## src/rtl/io_mmio_ctrl.sv

```systemverilog
// MMIO controller for the 0x8xxx_xxxx space: UART rx/tx FIFOs, status, and optional counters.
// Define MMIO_COUNTERS_EN to build the CYCLES/INSTRET counters and the CNT_RST register.
module io_mmio_ctrl #(
  parameter int RX_DEPTH = 8,
  parameter int TX_DEPTH = 8
) (
  input  logic        clk,
  input  logic        rst,
  input  logic [31:0] req_addr,
  input  logic        req_re,
  input  logic [3:0]  req_we,
  input  logic [31:0] req_wdata,
  output logic [31:0] rdata,
  input  logic        inst_retired,
  input  logic [7:0]  uart_rx_data,
  input  logic        uart_rx_valid,
  output logic        uart_rx_ready,
  output logic [7:0]  uart_tx_data,
  output logic        uart_tx_valid,
  input  logic        uart_tx_ready
);

  localparam int RX_AW = $clog2(RX_DEPTH);
  localparam int TX_AW = $clog2(TX_DEPTH);

  logic [RX_AW:0] rx_wr_q, rx_wr_d, rx_rd_q, rx_rd_d;
  logic [TX_AW:0] tx_wr_q, tx_wr_d, tx_rd_q, tx_rd_d;
  logic [7:0]     rx_mem [RX_DEPTH];
  logic [7:0]     tx_mem [TX_DEPTH];
  logic           rx_ovf_q, rx_ovf_d, tx_ovf_q, tx_ovf_d;
  logic [31:0]    rdata_q, rdata_d;
  logic [31:0]    cycles_val, instret_val, rd_val;

  logic       hit, is_store;
  logic [7:0] off;
  logic       rx_empty, rx_full, tx_empty, tx_full;
  logic       rx_push, rx_pop, tx_push, tx_pop, tx_wr;
  logic       unused_bits;

  assign hit      = (req_addr[31:28] == 4'h8);
  assign off      = req_addr[7:0];
  assign is_store = |req_we;

  // Pointers carry one extra wrap bit so full and empty are distinguishable.
  assign rx_empty = (rx_wr_q == rx_rd_q);
  assign rx_full  = (rx_wr_q[RX_AW] != rx_rd_q[RX_AW]) &&
                    (rx_wr_q[RX_AW-1:0] == rx_rd_q[RX_AW-1:0]);
  assign tx_empty = (tx_wr_q == tx_rd_q);
  assign tx_full  = (tx_wr_q[TX_AW] != tx_rd_q[TX_AW]) &&
                    (tx_wr_q[TX_AW-1:0] == tx_rd_q[TX_AW-1:0]);

  assign uart_rx_ready = !rx_full;
  assign uart_tx_valid = !tx_empty;
  assign uart_tx_data  = tx_empty ? 8'h00 : tx_mem[tx_rd_q[TX_AW-1:0]];
  assign rdata         = rdata_q;

  assign rx_push = uart_rx_valid && !rx_full;
  assign rx_pop  = hit && req_re && (off == 8'h04) && !rx_empty;
  assign tx_pop  = !tx_empty && uart_tx_ready;
  assign tx_wr   = hit && req_we[0] && (off == 8'h08);
  // A store into a full FIFO still lands when the transmitter drains a slot this cycle.
  assign tx_push = tx_wr && (!tx_full || tx_pop);

  always_comb begin
    rx_wr_d  = rx_wr_q + (RX_AW+1)'(rx_push);
    rx_rd_d  = rx_rd_q + (RX_AW+1)'(rx_pop);
    tx_wr_d  = tx_wr_q + (TX_AW+1)'(tx_push);
    tx_rd_d  = tx_rd_q + (TX_AW+1)'(tx_pop);
    rx_ovf_d = rx_ovf_q;
    tx_ovf_d = tx_ovf_q;
    if (hit && is_store && (off == 8'h00)) begin
      rx_ovf_d = 1'b0;
      tx_ovf_d = 1'b0;
    end
    if (uart_rx_valid && rx_full) rx_ovf_d = 1'b1;
    if (tx_wr && tx_full && !tx_pop) tx_ovf_d = 1'b1;
  end

  always_comb begin
    rd_val = 32'h0;
    case (off)
      8'h00:   rd_val = {28'h0, rx_ovf_q, tx_ovf_q, !rx_empty, !tx_full};
      8'h04:   rd_val = {24'h0, rx_empty ? 8'h00 : rx_mem[rx_rd_q[RX_AW-1:0]]};
      8'h10:   rd_val = cycles_val;
      8'h14:   rd_val = instret_val;
      default: rd_val = 32'h0;
    endcase
    rdata_d = (hit && req_re) ? rd_val : rdata_q;
  end

  always_ff @(posedge clk or posedge rst) begin
    if (rst) begin
      rx_wr_q  <= '0;
      rx_rd_q  <= '0;
      tx_wr_q  <= '0;
      tx_rd_q  <= '0;
      rx_ovf_q <= 1'b0;
      tx_ovf_q <= 1'b0;
      rdata_q  <= 32'h0;
    end else begin
      rx_wr_q  <= rx_wr_d;
      rx_rd_q  <= rx_rd_d;
      tx_wr_q  <= tx_wr_d;
      tx_rd_q  <= tx_rd_d;
      rx_ovf_q <= rx_ovf_d;
      tx_ovf_q <= tx_ovf_d;
      rdata_q  <= rdata_d;
    end
  end

  always_ff @(posedge clk) begin
    if (rx_push) rx_mem[rx_wr_q[RX_AW-1:0]] <= uart_rx_data;
    if (tx_push) tx_mem[tx_wr_q[TX_AW-1:0]] <= req_wdata[7:0];
  end

`ifdef MMIO_COUNTERS_EN
  logic [31:0] cycles_q, cycles_d, instret_q, instret_d;
  logic        cnt_clr;

  // A clear store overrides the increment made in the same cycle.
  assign cnt_clr = hit && is_store && (off == 8'h18);

  always_comb begin
    cycles_d  = cnt_clr ? 32'h0 : cycles_q + 32'd1;
    instret_d = cnt_clr ? 32'h0 : instret_q + {31'h0, inst_retired};
  end

  always_ff @(posedge clk or posedge rst) begin
    if (rst) begin
      cycles_q  <= 32'h0;
      instret_q <= 32'h0;
    end else begin
      cycles_q  <= cycles_d;
      instret_q <= instret_d;
    end
  end

  assign cycles_val  = cycles_q;
  assign instret_val = instret_q;
  assign unused_bits = ^{req_addr[27:8], req_wdata[31:8]};
`else
  assign cycles_val  = 32'h0;
  assign instret_val = 32'h0;
  assign unused_bits = ^{req_addr[27:8], req_wdata[31:8], inst_retired};
`endif

endmodule
```

## config.mk

```make
export PLATFORM = sky130hd
export DESIGN_NAME = io_mmio_ctrl
export DESIGN_NICKNAME = d
export VERILOG_FILES = /design/src/rtl/io_mmio_ctrl.sv
export SDC_FILE = /design/constraint.sdc
export NUM_CORES = 1
export LEC_CHECK = 0
export BUFFER_PORTS_ARGS = -buffer_cell sky130_fd_sc_hd__buf_2
export CORE_AREA = 4 4 147 121
export DETAILED_ROUTE_END_ITERATION = 16
export DIE_AREA = 0 0 151 125
export GPL_TIMING_DRIVEN = 0
export HOLD_SLACK_MARGIN = 0.06
export PLACE_DENSITY_LB_ADDON = 0.08
export SYNTH_ARGS = -nofsm -noshare
export SYNTH_HDL_FRONTEND = slang
export SYNTH_SLANG_ARGS = --single-unit
```

## constraint.sdc

```tcl
create_clock -name clk -period 4.9 [get_ports clk]
set_clock_uncertainty 0.2 [all_clocks]
set_input_delay 0.98 -clock clk [delete_from_list [all_inputs] [get_ports clk]]
set_output_delay 0.98 -clock clk [all_outputs]
set_load 0.05 [all_outputs]
```

==> flow_metrics.py, run 1 <==
metrics = {
    "cts": {
        "htreeDepth": 4,
        "cts_buffers": 17,
        "cts_root_buf": "clkbuf_16",
        "postCtsHoldBufs": 0,
        "postCtsSetupRepairBufs": 0,
        "tritoncts": "done",
        "clockBufferDepth": 2,
        "path_clk_slew_ps": 60,
        "cts_resized": 0,
        "clkSinkCount": 154,
        "clk_latency_ps": 420,
    },
    "hold_path": {
        "hold_start": "rdata[6]",
        "hold_path_depth": 2,
        "hold_path_end": "rdata[6]",
        "min_path_type": "reg -> reg",
    },
    "drt": {
        "drt-pass1-iter-count": 4,
        "wl_per_cell_um": 18.5,
        "vias_per_cell": 4.80,
        "drtIter0Drc": 213,
        "drcViolationCount": 0,
        "wirelength_mm": 12.7,
        "vias": 3293,
        "final_antenna_net_count": 0,
    },
    "finish": {
        "seq_area_um2": 4490,
        "num-fill-cells": 1438,
        "final_nets": 543,
        "n_antenna_cell": 0,
        "mostFrequentLayoutCell": "edfxtp_1",
        "mostFrequentLayoutCells": "edfxtp_1 (128), buf_2 (58), mux4_2 (32), nor2_1 (26), dfrtp_1 (26)",
        "final_util": 0.468,
        "multi_input_area_um2": 1760,
        "area_growth_pct": 19.1,
        "drive_gt1_frac": 0.350,
    },
    "floorplan": {
        "die_w_um": 151,
        "die_h_um": 125,
        "die_area_um2": 18900,
        "placementRows": 42,
        "coreArea_um2": 16300,
        "pin_count": 124,
        "start_util": 0.393,
    },
    "synth": {
        "synth_edf_count": 128,
        "ys_types": 40,
        "yosysWarnings": 0,
        "yosys_most_used_dff": "edfxtp_1",
        "synth_area_um2": 6400,
        "ys_seq_elements": 154,
        "synthCells": 357,
        "synth-async-reset-ratio": 0.169,
        "syn_area_per_cell_um2": 17.9,
        "seq_area_frac_synth": 0.702,
    },
    "flow_run": {
        "cap_violations": 0,
    },
    "status": {
        "status": "complete, no violations",
    },
    "grt": {
        "overflow": 0,
        "grt_pass1_wl_mm": 19.3,
        "grt_max_degree": 27,
        "grt_use_total": 0.141,
        "grt_pass1_vias": 3233,
        "antenna_found_initial": 0,
    },
    "critical_path": {
        "crit_arrival_ps": 2920,
        "crit_path_start_kind": "register",
        "critPathKind": "reg -> out",
        "cp_max_fo": 10,
        "endpoint_kind": "output pin",
        "reg2reg_depth": 8,
        "reg2reg_setup_slack_ps": 1830,
        "r2r-start": "tx_rd_q[1]",
        "worstPathRequired_ps": 3720,
        "reg2reg_to": "tx_rd_q[2]",
    },
    "placement": {
        "portBuffers": 54,
        "dp_hpwl_mm": 8.47,
        "place.gp.congestion": 0.718,
    },
    "power_and_ir_drop": {
        "powerDensity_nw_per_um2": 502,
        "p_leak_nw": 2.78,
        "peakVddDrop_mv": 0.219,
    },
    "sta": {
        "fin_crit_sh": 0.838,
        "maxSlewViolCount": 0,
        "worst_slew_pin_slew_ps": 1090,
        "setup_tns_ps": 0,
        "hold_viol_final": 0,
        "min_period_ps": 4100,
        "setup_viol": 0,
        "relSlewSlack": 0.270,
        "rsz0062_at_grt": "no",
        "clock.fmax_ghz": 0.244,
    },
}
==> cell type report <==
| cell class | instances | share of cell area |
|---|---|---|
| Clock buffer | 17 | 0.0558 |
| Inverter | 5 | 0.00246 |
| Multi-Input combinational cell | 184 | 0.231 |
| Timing Repair Buffer | 54 | 0.0355 |
| Clock inverter | 15 | 0.0187 |
| Sequential cell | 154 | 0.590 |
| Tap cell | 220 | 0.0361 |
| Buffer | 37 | 0.0312 |
==> worst max-delay path: stages, from the launching register on <==
cell and delay (ps):
dfrtp_1 350, clkbuf_1 530, xnor2_1 220, nand3_1 110
nor2_1 830, nor2_1 190, buf_2 280
==> registers in the layout (all words and copies together) (netlist names) <==
signal    flops
rdata         8
tx_wr_q       4
tx_mem       64
rx_wr_q       4
rx_rd_q       4
tx_rd_q       4
tx_ovf_q      1
rx_ovf_q      1
rx_mem       64
==> layer usage <==
layer / vias to the layer above / track usage / part of all wire / wire, um
met5: - / 0 / 0 / 0
met4: 0 / 0.0400 / 0.0076 / 97
met3: 9 / 0.0445 / 0.065 / 824
met2: 87 / 0.190 / 0.43 / 5430
met1: 1652 / 0.220 / 0.50 / 6350
li1: 1545 / - / - / -
==> cell usage after synthesis, types with 2 or more instances <==
cell       number  share of area
a31oi_1         3         0.0029
nor2_1         26          0.015
buf_2           4         0.0031
dfrtp_1        26           0.10
nor3_1          4         0.0031
xnor2_1        11          0.015
inv_1           5         0.0029
o41ai_2         2         0.0051
ha_1            8          0.016
buf_4          25          0.029
nand2b_1        4         0.0039
nand3b_1        4         0.0047
o21ai_0         4         0.0031
mux2_2          3         0.0053
xor2_1          5         0.0068
clkbuf_1        4         0.0023
nand4_1         2         0.0020
o2111ai_1       2         0.0027
mux2i_1        13          0.020
nand2_1         9         0.0053
and2_1          4         0.0039
mux4_2         32           0.11
buf_1           4         0.0023
edfxtp_1      128           0.60
nand3_1        10         0.0078
==> power breakdown <==
part	switching (mW)	total [mW]	internal (mW)
Combinational	0.654	0.979	0.326
Sequential	0.0550	1.60	1.55
Clock	0.538	1.25	0.709
==> worst max-delay path by stage <==
| stage | slack (ps) | cells past startpoint | from | to |
|---|---|---|---|---|
| finish | 800 | 6 | tx_rd_q[1] | uart_tx_data[7] |
| global route | 570 | 6 | tx_rd_q[1] | uart_tx_data[7] |
| CTS | 740 | 6 | tx_rd_q[1] | uart_tx_data[7] |
| detailed placement | 1090 | 5 | req_addr[29] | tx_mem[3][0] |
| global placement | 700 | 5 | req_addr[29] | tx_mem[0][6] |
| floorplan | 1630 | 4 | req_addr[29] | tx_mem[1][0] |
==> metrics by stage <==
stage | hold WS [ps] | power, mW | instance area (um2) | cells | worst slack, ps
after global routing | 311 | 4.01 | 7620 | 686 | 573
final | 281 | 3.83 | 7620 | 686 | 796
after detailed placement | 273 | 2.63 | 7050 | 654 | 1090
after floorplan | 265 | 2.36 | 6490 | 380 | 1630
after global placement | 267 | 2.61 | 7030 | 654 | 698
after CTS | 287 | 3.88 | 7620 | 686 | 736
==> cells by family (layout without fill, tap and decap cells) <==
group                      after synthesis  count (layout)  synth area share
xor gates and xnor gates                16              16            0.0219
adders and majority gates                8               8            0.0156
and+or+nand+nor                         74              74            0.0645
DFF                                    154             154             0.702
other                                    1              24          0.000586
AOI/OAI and AO/OA                       14              14            0.0172
muxes                                   48              48             0.138
buffers and inverters                   42             128            0.0401
No activity file was read; power rests on OpenSTA's default activity.
==> inputs of run 2 (changes only) <==
==> constraint.sdc (replaced) <==
create_clock -name clk -period 3.97 [get_ports clk]
set_clock_uncertainty 0.2 [all_clocks]
set_input_delay 0.794 -clock clk [delete_from_list [all_inputs] [get_ports clk]]
set_output_delay 0.794 -clock clk [all_outputs]
set_load 0.05 [all_outputs]
==> flow_metrics.py, run 2 (synthesis results as in run 1) <==
metrics = {
    "status": {
        "status": "complete, no violations",
    },
    "critical_path": {
        "reg2reg_depth": 5,
        "crit_path_start_kind": "register",
        "startpoint": "tx_rd_q[1]",
        "r2r-start": "tx_rd_q[1]",
        "crit_path_cell_trace": "clkbuf_1, clkbuf_2, mux4_2, mux2i_1, nor2_1, buf_2",
        "reg2reg_setup_slack_ps": 960,
        "endpoint_kind": "output pin",
        "cp-endpoint": "uart_tx_data[7]",
        "slowest_stage": "clkbuf_1",
        "critPathKind": "reg -> out",
        "reg2reg_to": "tx_mem[3][1]",
        "worstPathRequired_ps": 2980,
        "cp_slowest_stage_delay_ps": 530,
        "crit_arrival_ps": 2610,
        "cp_max_fo": 10,
    },
    "power_and_ir_drop": {
        "p_leak_nw": 2.78,
        "intPower_mw": 3.19,
        "switchingPower_mw": 1.54,
        "p_sw_frac": 0.326,
        "p_clk_frac": 0.325,
        "p_comb_frac": 0.256,
        "peakVddDrop_mv": 0.272,
        "powerDensity_nw_per_um2": 621,
        "seq_power_share": 0.418,
    },
    "finish": {
        "final_nets": 543,
        "instances_no_fill": 686,
        "n_antenna_cell": 0,
        "finalInstanceArea_um2": 7630,
        "mostFrequentLayoutCells": "edfxtp_1 (128), buf_2 (58), mux4_2 (32), dfrtp_1 (26)",
        "num-fill-cells": 1443,
        "area_growth_pct": 19.1,
        "mostFrequentLayoutCell": "edfxtp_1",
        "drive_gt1_frac": 0.354,
    },
    "sta": {
        "clock.fmax_ghz": 0.277,
        "hold_viol_final": 0,
        "setup_tns_ps": 0,
        "maxSlewViolCount": 0,
        "fin_crit_sh": 0.908,
        "whs_ps": 281,
        "setup_viol": 0,
        "min_period_ps": 3610,
        "relSlewSlack": 0.281,
        "worst_slew_pin_slew_ps": 1070,
        "rsz0062_at_grt": "no",
    },
    "drt": {
        "final_antenna_net_count": 0,
        "vias": 3276,
        "vias_per_cell": 4.78,
        "drtIter0Drc": 224,
        "drt-pass1-iter-count": 4,
        "wl_per_cell_um": 18.6,
        "drcViolationCount": 0,
        "wirelength_mm": 12.8,
    },
    "flow_run": {
        "cap_violations": 0,
    },
    "cts": {
        "clockBufferDepth": 2,
        "tritoncts": "done",
        "postCtsSetupRepairBufs": 0,
        "postCtsHoldBufs": 0,
        "cts_buffers": 17,
        "clkSinkCount": 154,
        "path_clk_slew_ps": 60,
        "htreeDepth": 4,
        "clk_latency_ps": 420,
        "cts_root_buf": "clkbuf_16",
    },
    "floorplan": {
        "die_area_um2": 18900,
        "pin_count": 124,
        "coreArea_um2": 16300,
        "die_h_um": 125,
        "die_w_um": 151,
        "start_util": 0.393,
        "placementRows": 42,
    },
    "placement": {
        "portBuffers": 54,
        "place.gp.congestion": 0.718,
        "dpl_cell_area_um2": 7050,
        "dpl.cell_count": 654,
        "dp_hpwl_mm": 8.47,
    },
    "grt": {
        "grt_pass1_wl_mm": 19.4,
        "antenna_found_initial": 0,
        "overflow": 0,
        "grt_use_total": 0.141,
        "grt_max_degree": 27,
        "grt_pass1_vias": 3243,
    },
    "hold_path": {
        "min_path_type": "reg -> reg",
    },
}
[run 2: cell types whose count changed in the layout (fill, tap and decap cells not counted)]
cell      change
clkbuf_2      +1
buf_1         -1
nor2_2        +1
nor2_1        -1
[run 2: worst max-delay path, delay by kind of cell (launching register included)]
family,cells,cell delay (ps)
AND/OR/NAND/NOR,1,90
buffers and inverters,3,1230
multiplexers,2,510
flip-flops,1,350
[run 2: cell type report]
class,count,area (um2),share of cell area
flip-flops and latches,154,4490,0.589
multi-input cells,184,1760,0.231
clock buffers,17,425,0.0558
well taps,220,275,0.0361
repair buffers,54,270,0.0354
plain buffers,37,239,0.0313
clock inverters,15,143,0.0187
inverters,5,18.8,0.00246
[run 2: metrics by stage]
stage	utilization	worst slack, ps	total power [mW]
5_1_grt	0.468	146	4.96
3_5_place_dp	0.433	350	3.24
3_3_place_gp	0.432	-46.4	3.22
4_1_cts	0.468	46.8	4.80
2_1_floorplan	-	889	2.91
6_report	0.468	364	4.73
[run 2: power by group through the flow]
stage / Sequential (mW) / Clock (mW) / Combinational [mW]
after floorplan: 2.02 / 0 / 0.897
after global placement: 2.01 / 0 / 1.21
after detailed placement: 2.01 / 0 / 1.23
after CTS: 1.98 / 1.58 / 1.24
after global routing: 1.99 / 1.66 / 1.30
final: 1.98 / 1.54 / 1.21
[run 2: worst min-delay path by stage]
stage	from	cells past startpoint	to
3_3_place_gp	rdata[7]	2	rdata[7]
4_1_cts	rdata[4]	2	rdata[4]
5_1_grt	tx_rd_q[3]	1	tx_rd_q[3]
2_1_floorplan	tx_rd_q[3]	1	tx_rd_q[3]
6_report	rdata[6]	2	rdata[6]
3_5_place_dp	rdata[4]	2	rdata[4]
[run 2: routing by layer]
metal  vias up  share of wire  GRT usage
met4         0         0.0077     0.0400
met5         -              0          0
met2        92           0.42      0.190
met3         9          0.065     0.0445
li1       1542              -          -
met1      1633           0.50      0.221
[run 2: timing repair]
item	CTS	global route
endpoints found under the hold margin	0	0
gates resized for setup	1	2
endpoints found under the setup margin	1	8
gates cloned	0	0
==> inputs of run 3 (changes only) <==
--- a/config.mk
+++ b/config.mk
@@ -6,9 +6,9 @@
 export NUM_CORES = 1
 export LEC_CHECK = 0
 export BUFFER_PORTS_ARGS = -buffer_cell sky130_fd_sc_hd__buf_2
-export CORE_AREA = 4 4 147 121
+export CORE_AREA = 4 4 132 109
 export DETAILED_ROUTE_END_ITERATION = 16
-export DIE_AREA = 0 0 151 125
+export DIE_AREA = 0 0 136 113
 export GPL_TIMING_DRIVEN = 0
 export HOLD_SLACK_MARGIN = 0.06
 export PLACE_DENSITY_LB_ADDON = 0.08
==> flow_metrics.py, run 3 (synthesis results as in run 1) <==
metrics = {
    "drt": {
        "drcViolationCount": 0,
        "drtIter0Drc": 250,
        "vias": 3307,
        "final_antenna_net_count": 0,
        "wirelength_mm": 12.3,
        "drt-pass1-iter-count": 4,
        "wl_per_cell_um": 19.0,
        "vias_per_cell": 5.11,
    },
    "finish": {
        "drive_gt1_frac": 0.351,
        "seq_area_um2": 4490,
        "final_nets": 544,
        "final_util": 0.574,
        "num-fill-cells": 1028,
        "n_antenna_cell": 0,
        "area_growth_pct": 18.1,
        "mostFrequentLayoutCells": "edfxtp_1 (128), buf_2 (58), mux4_2 (32), nor2_1 (26), dfrtp_1 (26)",
        "mostFrequentLayoutCell": "edfxtp_1",
        "multi_input_area_um2": 1760,
    },
    "grt": {
        "antenna_found_initial": 1,
        "grt_use_met1": 0.258,
        "grt_use_met2": 0.250,
        "grt_pass1_vias": 3416,
        "met3_usage": 0.0560,
        "overflow": 0,
        "grt_busiest_layer": "met1",
        "grt_use_total": 0.174,
        "grt_max_degree": 27,
        "grt_pass1_wl_mm": 19.2,
    },
    "cts": {
        "tritoncts": "done",
        "clockBufferDepth": 2,
        "clk_latency_ps": 420,
        "clkSinkCount": 154,
        "path_clk_slew_ps": 60,
        "htreeDepth": 4,
        "cts_buffers": 17,
        "cts_root_buf": "clkbuf_16",
    },
    "critical_path": {
        "reg2reg_to": "rx_mem[2][7]",
        "critPathKind": "reg -> out",
        "crit_arrival_ps": 2690,
        "slowest_stage": "nor2_1",
        "cpMostUsedCell": "nor2_1",
        "endpoint_kind": "output pin",
        "crit_path_start_kind": "register",
        "reg2reg_setup_slack_ps": 1030,
        "cp_top_family": "simple AND/OR/NAND/NOR gates",
        "startpoint": "tx_rd_q[1]",
        "cp_max_fo": 10,
        "cp_slowest_stage_delay_ps": 660,
        "r2r-start": "rx_rd_q[0]",
        "worstPathRequired_ps": 2980,
        "crit_buf_inv": 2,
        "cp.depth": 6,
        "crit_path_cell_trace": "clkbuf_1, xnor2_1, nand3_1, nor2_1, nor2_1, buf_2",
        "reg2reg_depth": 6,
    },
    "floorplan": {
        "coreArea_um2": 13200,
        "placementRows": 38,
        "pin_count": 124,
        "die_h_um": 113,
        "start_util": 0.486,
        "die_area_um2": 15400,
        "die_w_um": 136,
    },
    "sta": {
        "fin_crit_sh": 0.928,
        "maxSlewViolCount": 0,
        "min_period_ps": 3680,
        "rsz0062_at_grt": "no",
        "hold_viol_final": 0,
        "clock.fmax_ghz": 0.271,
        "relSlewSlack": 0.326,
        "setup_viol": 0,
        "setup_ws_ps": 287,
        "worst_slew_pin_slew_ps": 1010,
    },
    "hold_path": {
        "hold_path_depth": 2,
        "hold_start": "rdata[7]",
        "min_path_type": "reg -> reg",
        "hold_path_end": "rdata[7]",
    },
    "placement": {
        "dp_hpwl_mm": 8.23,
        "place.gp.congestion": 0.765,
        "dp_slack_ps": 452,
        "portBuffers": 54,
    },
    "status": {
        "status": "complete, no violations",
    },
    "power_and_ir_drop": {
        "powerDensity_nw_per_um2": 615,
        "p_leak_nw": 2.77,
        "peakVddDrop_mv": 0.329,
    },
    "flow_run": {
        "cap_violations": 0,
    },
}
==> run 3: area by class of cell <==
class,count,share of cell area
Tap cell,180,0.0298
Buffer,37,0.0316
Timing Repair Buffer,55,0.0372
Clock inverter,14,0.0151
Sequential cell,154,0.595
Inverter,5,0.00248
Clock buffer,18,0.0568
Multi-Input combinational cell,184,0.233
==> run 3: worst max-delay path by stage <==
stage / end / slack (ps)
finish: uart_tx_data[3] / 290
floorplan: tx_mem[1][0] / 890
global placement: tx_mem[0][7] / -30
global route: uart_tx_data[3] / 30
CTS: uart_tx_data[3] / 80
detailed placement: tx_mem[2][3] / 450
==> run 3: per-layer routing <==
metal / vias up / wire length [um]
li1: 1541 / -
met1: 1648 / 5770
met2: 102 / 5560
met3: 14 / 798
met4: 2 / 154
met5: - / 12
==> run 3: power by group <==
group          internal [mW]  leakage, nW  switching (mW)
combinational          0.406         1.02           0.795
clock                  0.812        0.260           0.660
sequential              1.91         1.49          0.0647
==> run 3: tightest hold or removal path: stages, from the launching register on <==
cell and delay, ps:
dfrtp_1 330, nand2_1 50, o21ai_0 60
==> run 3: repair_timing <==
item / CTS / global route
hold buffers: 0 / 0
setup endpoints to repair: 0 / 3
resized for setup: 0 / 1
setup buffers: 0 / 0
==> run 3: through the flow <==
| stage | cell area [um2] | TNS, ps | total power, mW | hold slack (ps) | cells |
|---|---|---|---|---|---|
| CTS | 7560 | 0 | 4.71 | 282 | 647 |
| global placement | 6980 | -263 | 3.20 | 265 | 614 |
| global route | 7560 | 0 | 4.89 | 310 | 647 |
| floorplan | 6490 | 0 | 2.91 | 265 | 380 |
| detailed placement | 7020 | 0 | 3.23 | 268 | 615 |
| finish | 7560 | 0 | 4.65 | 272 | 647 |
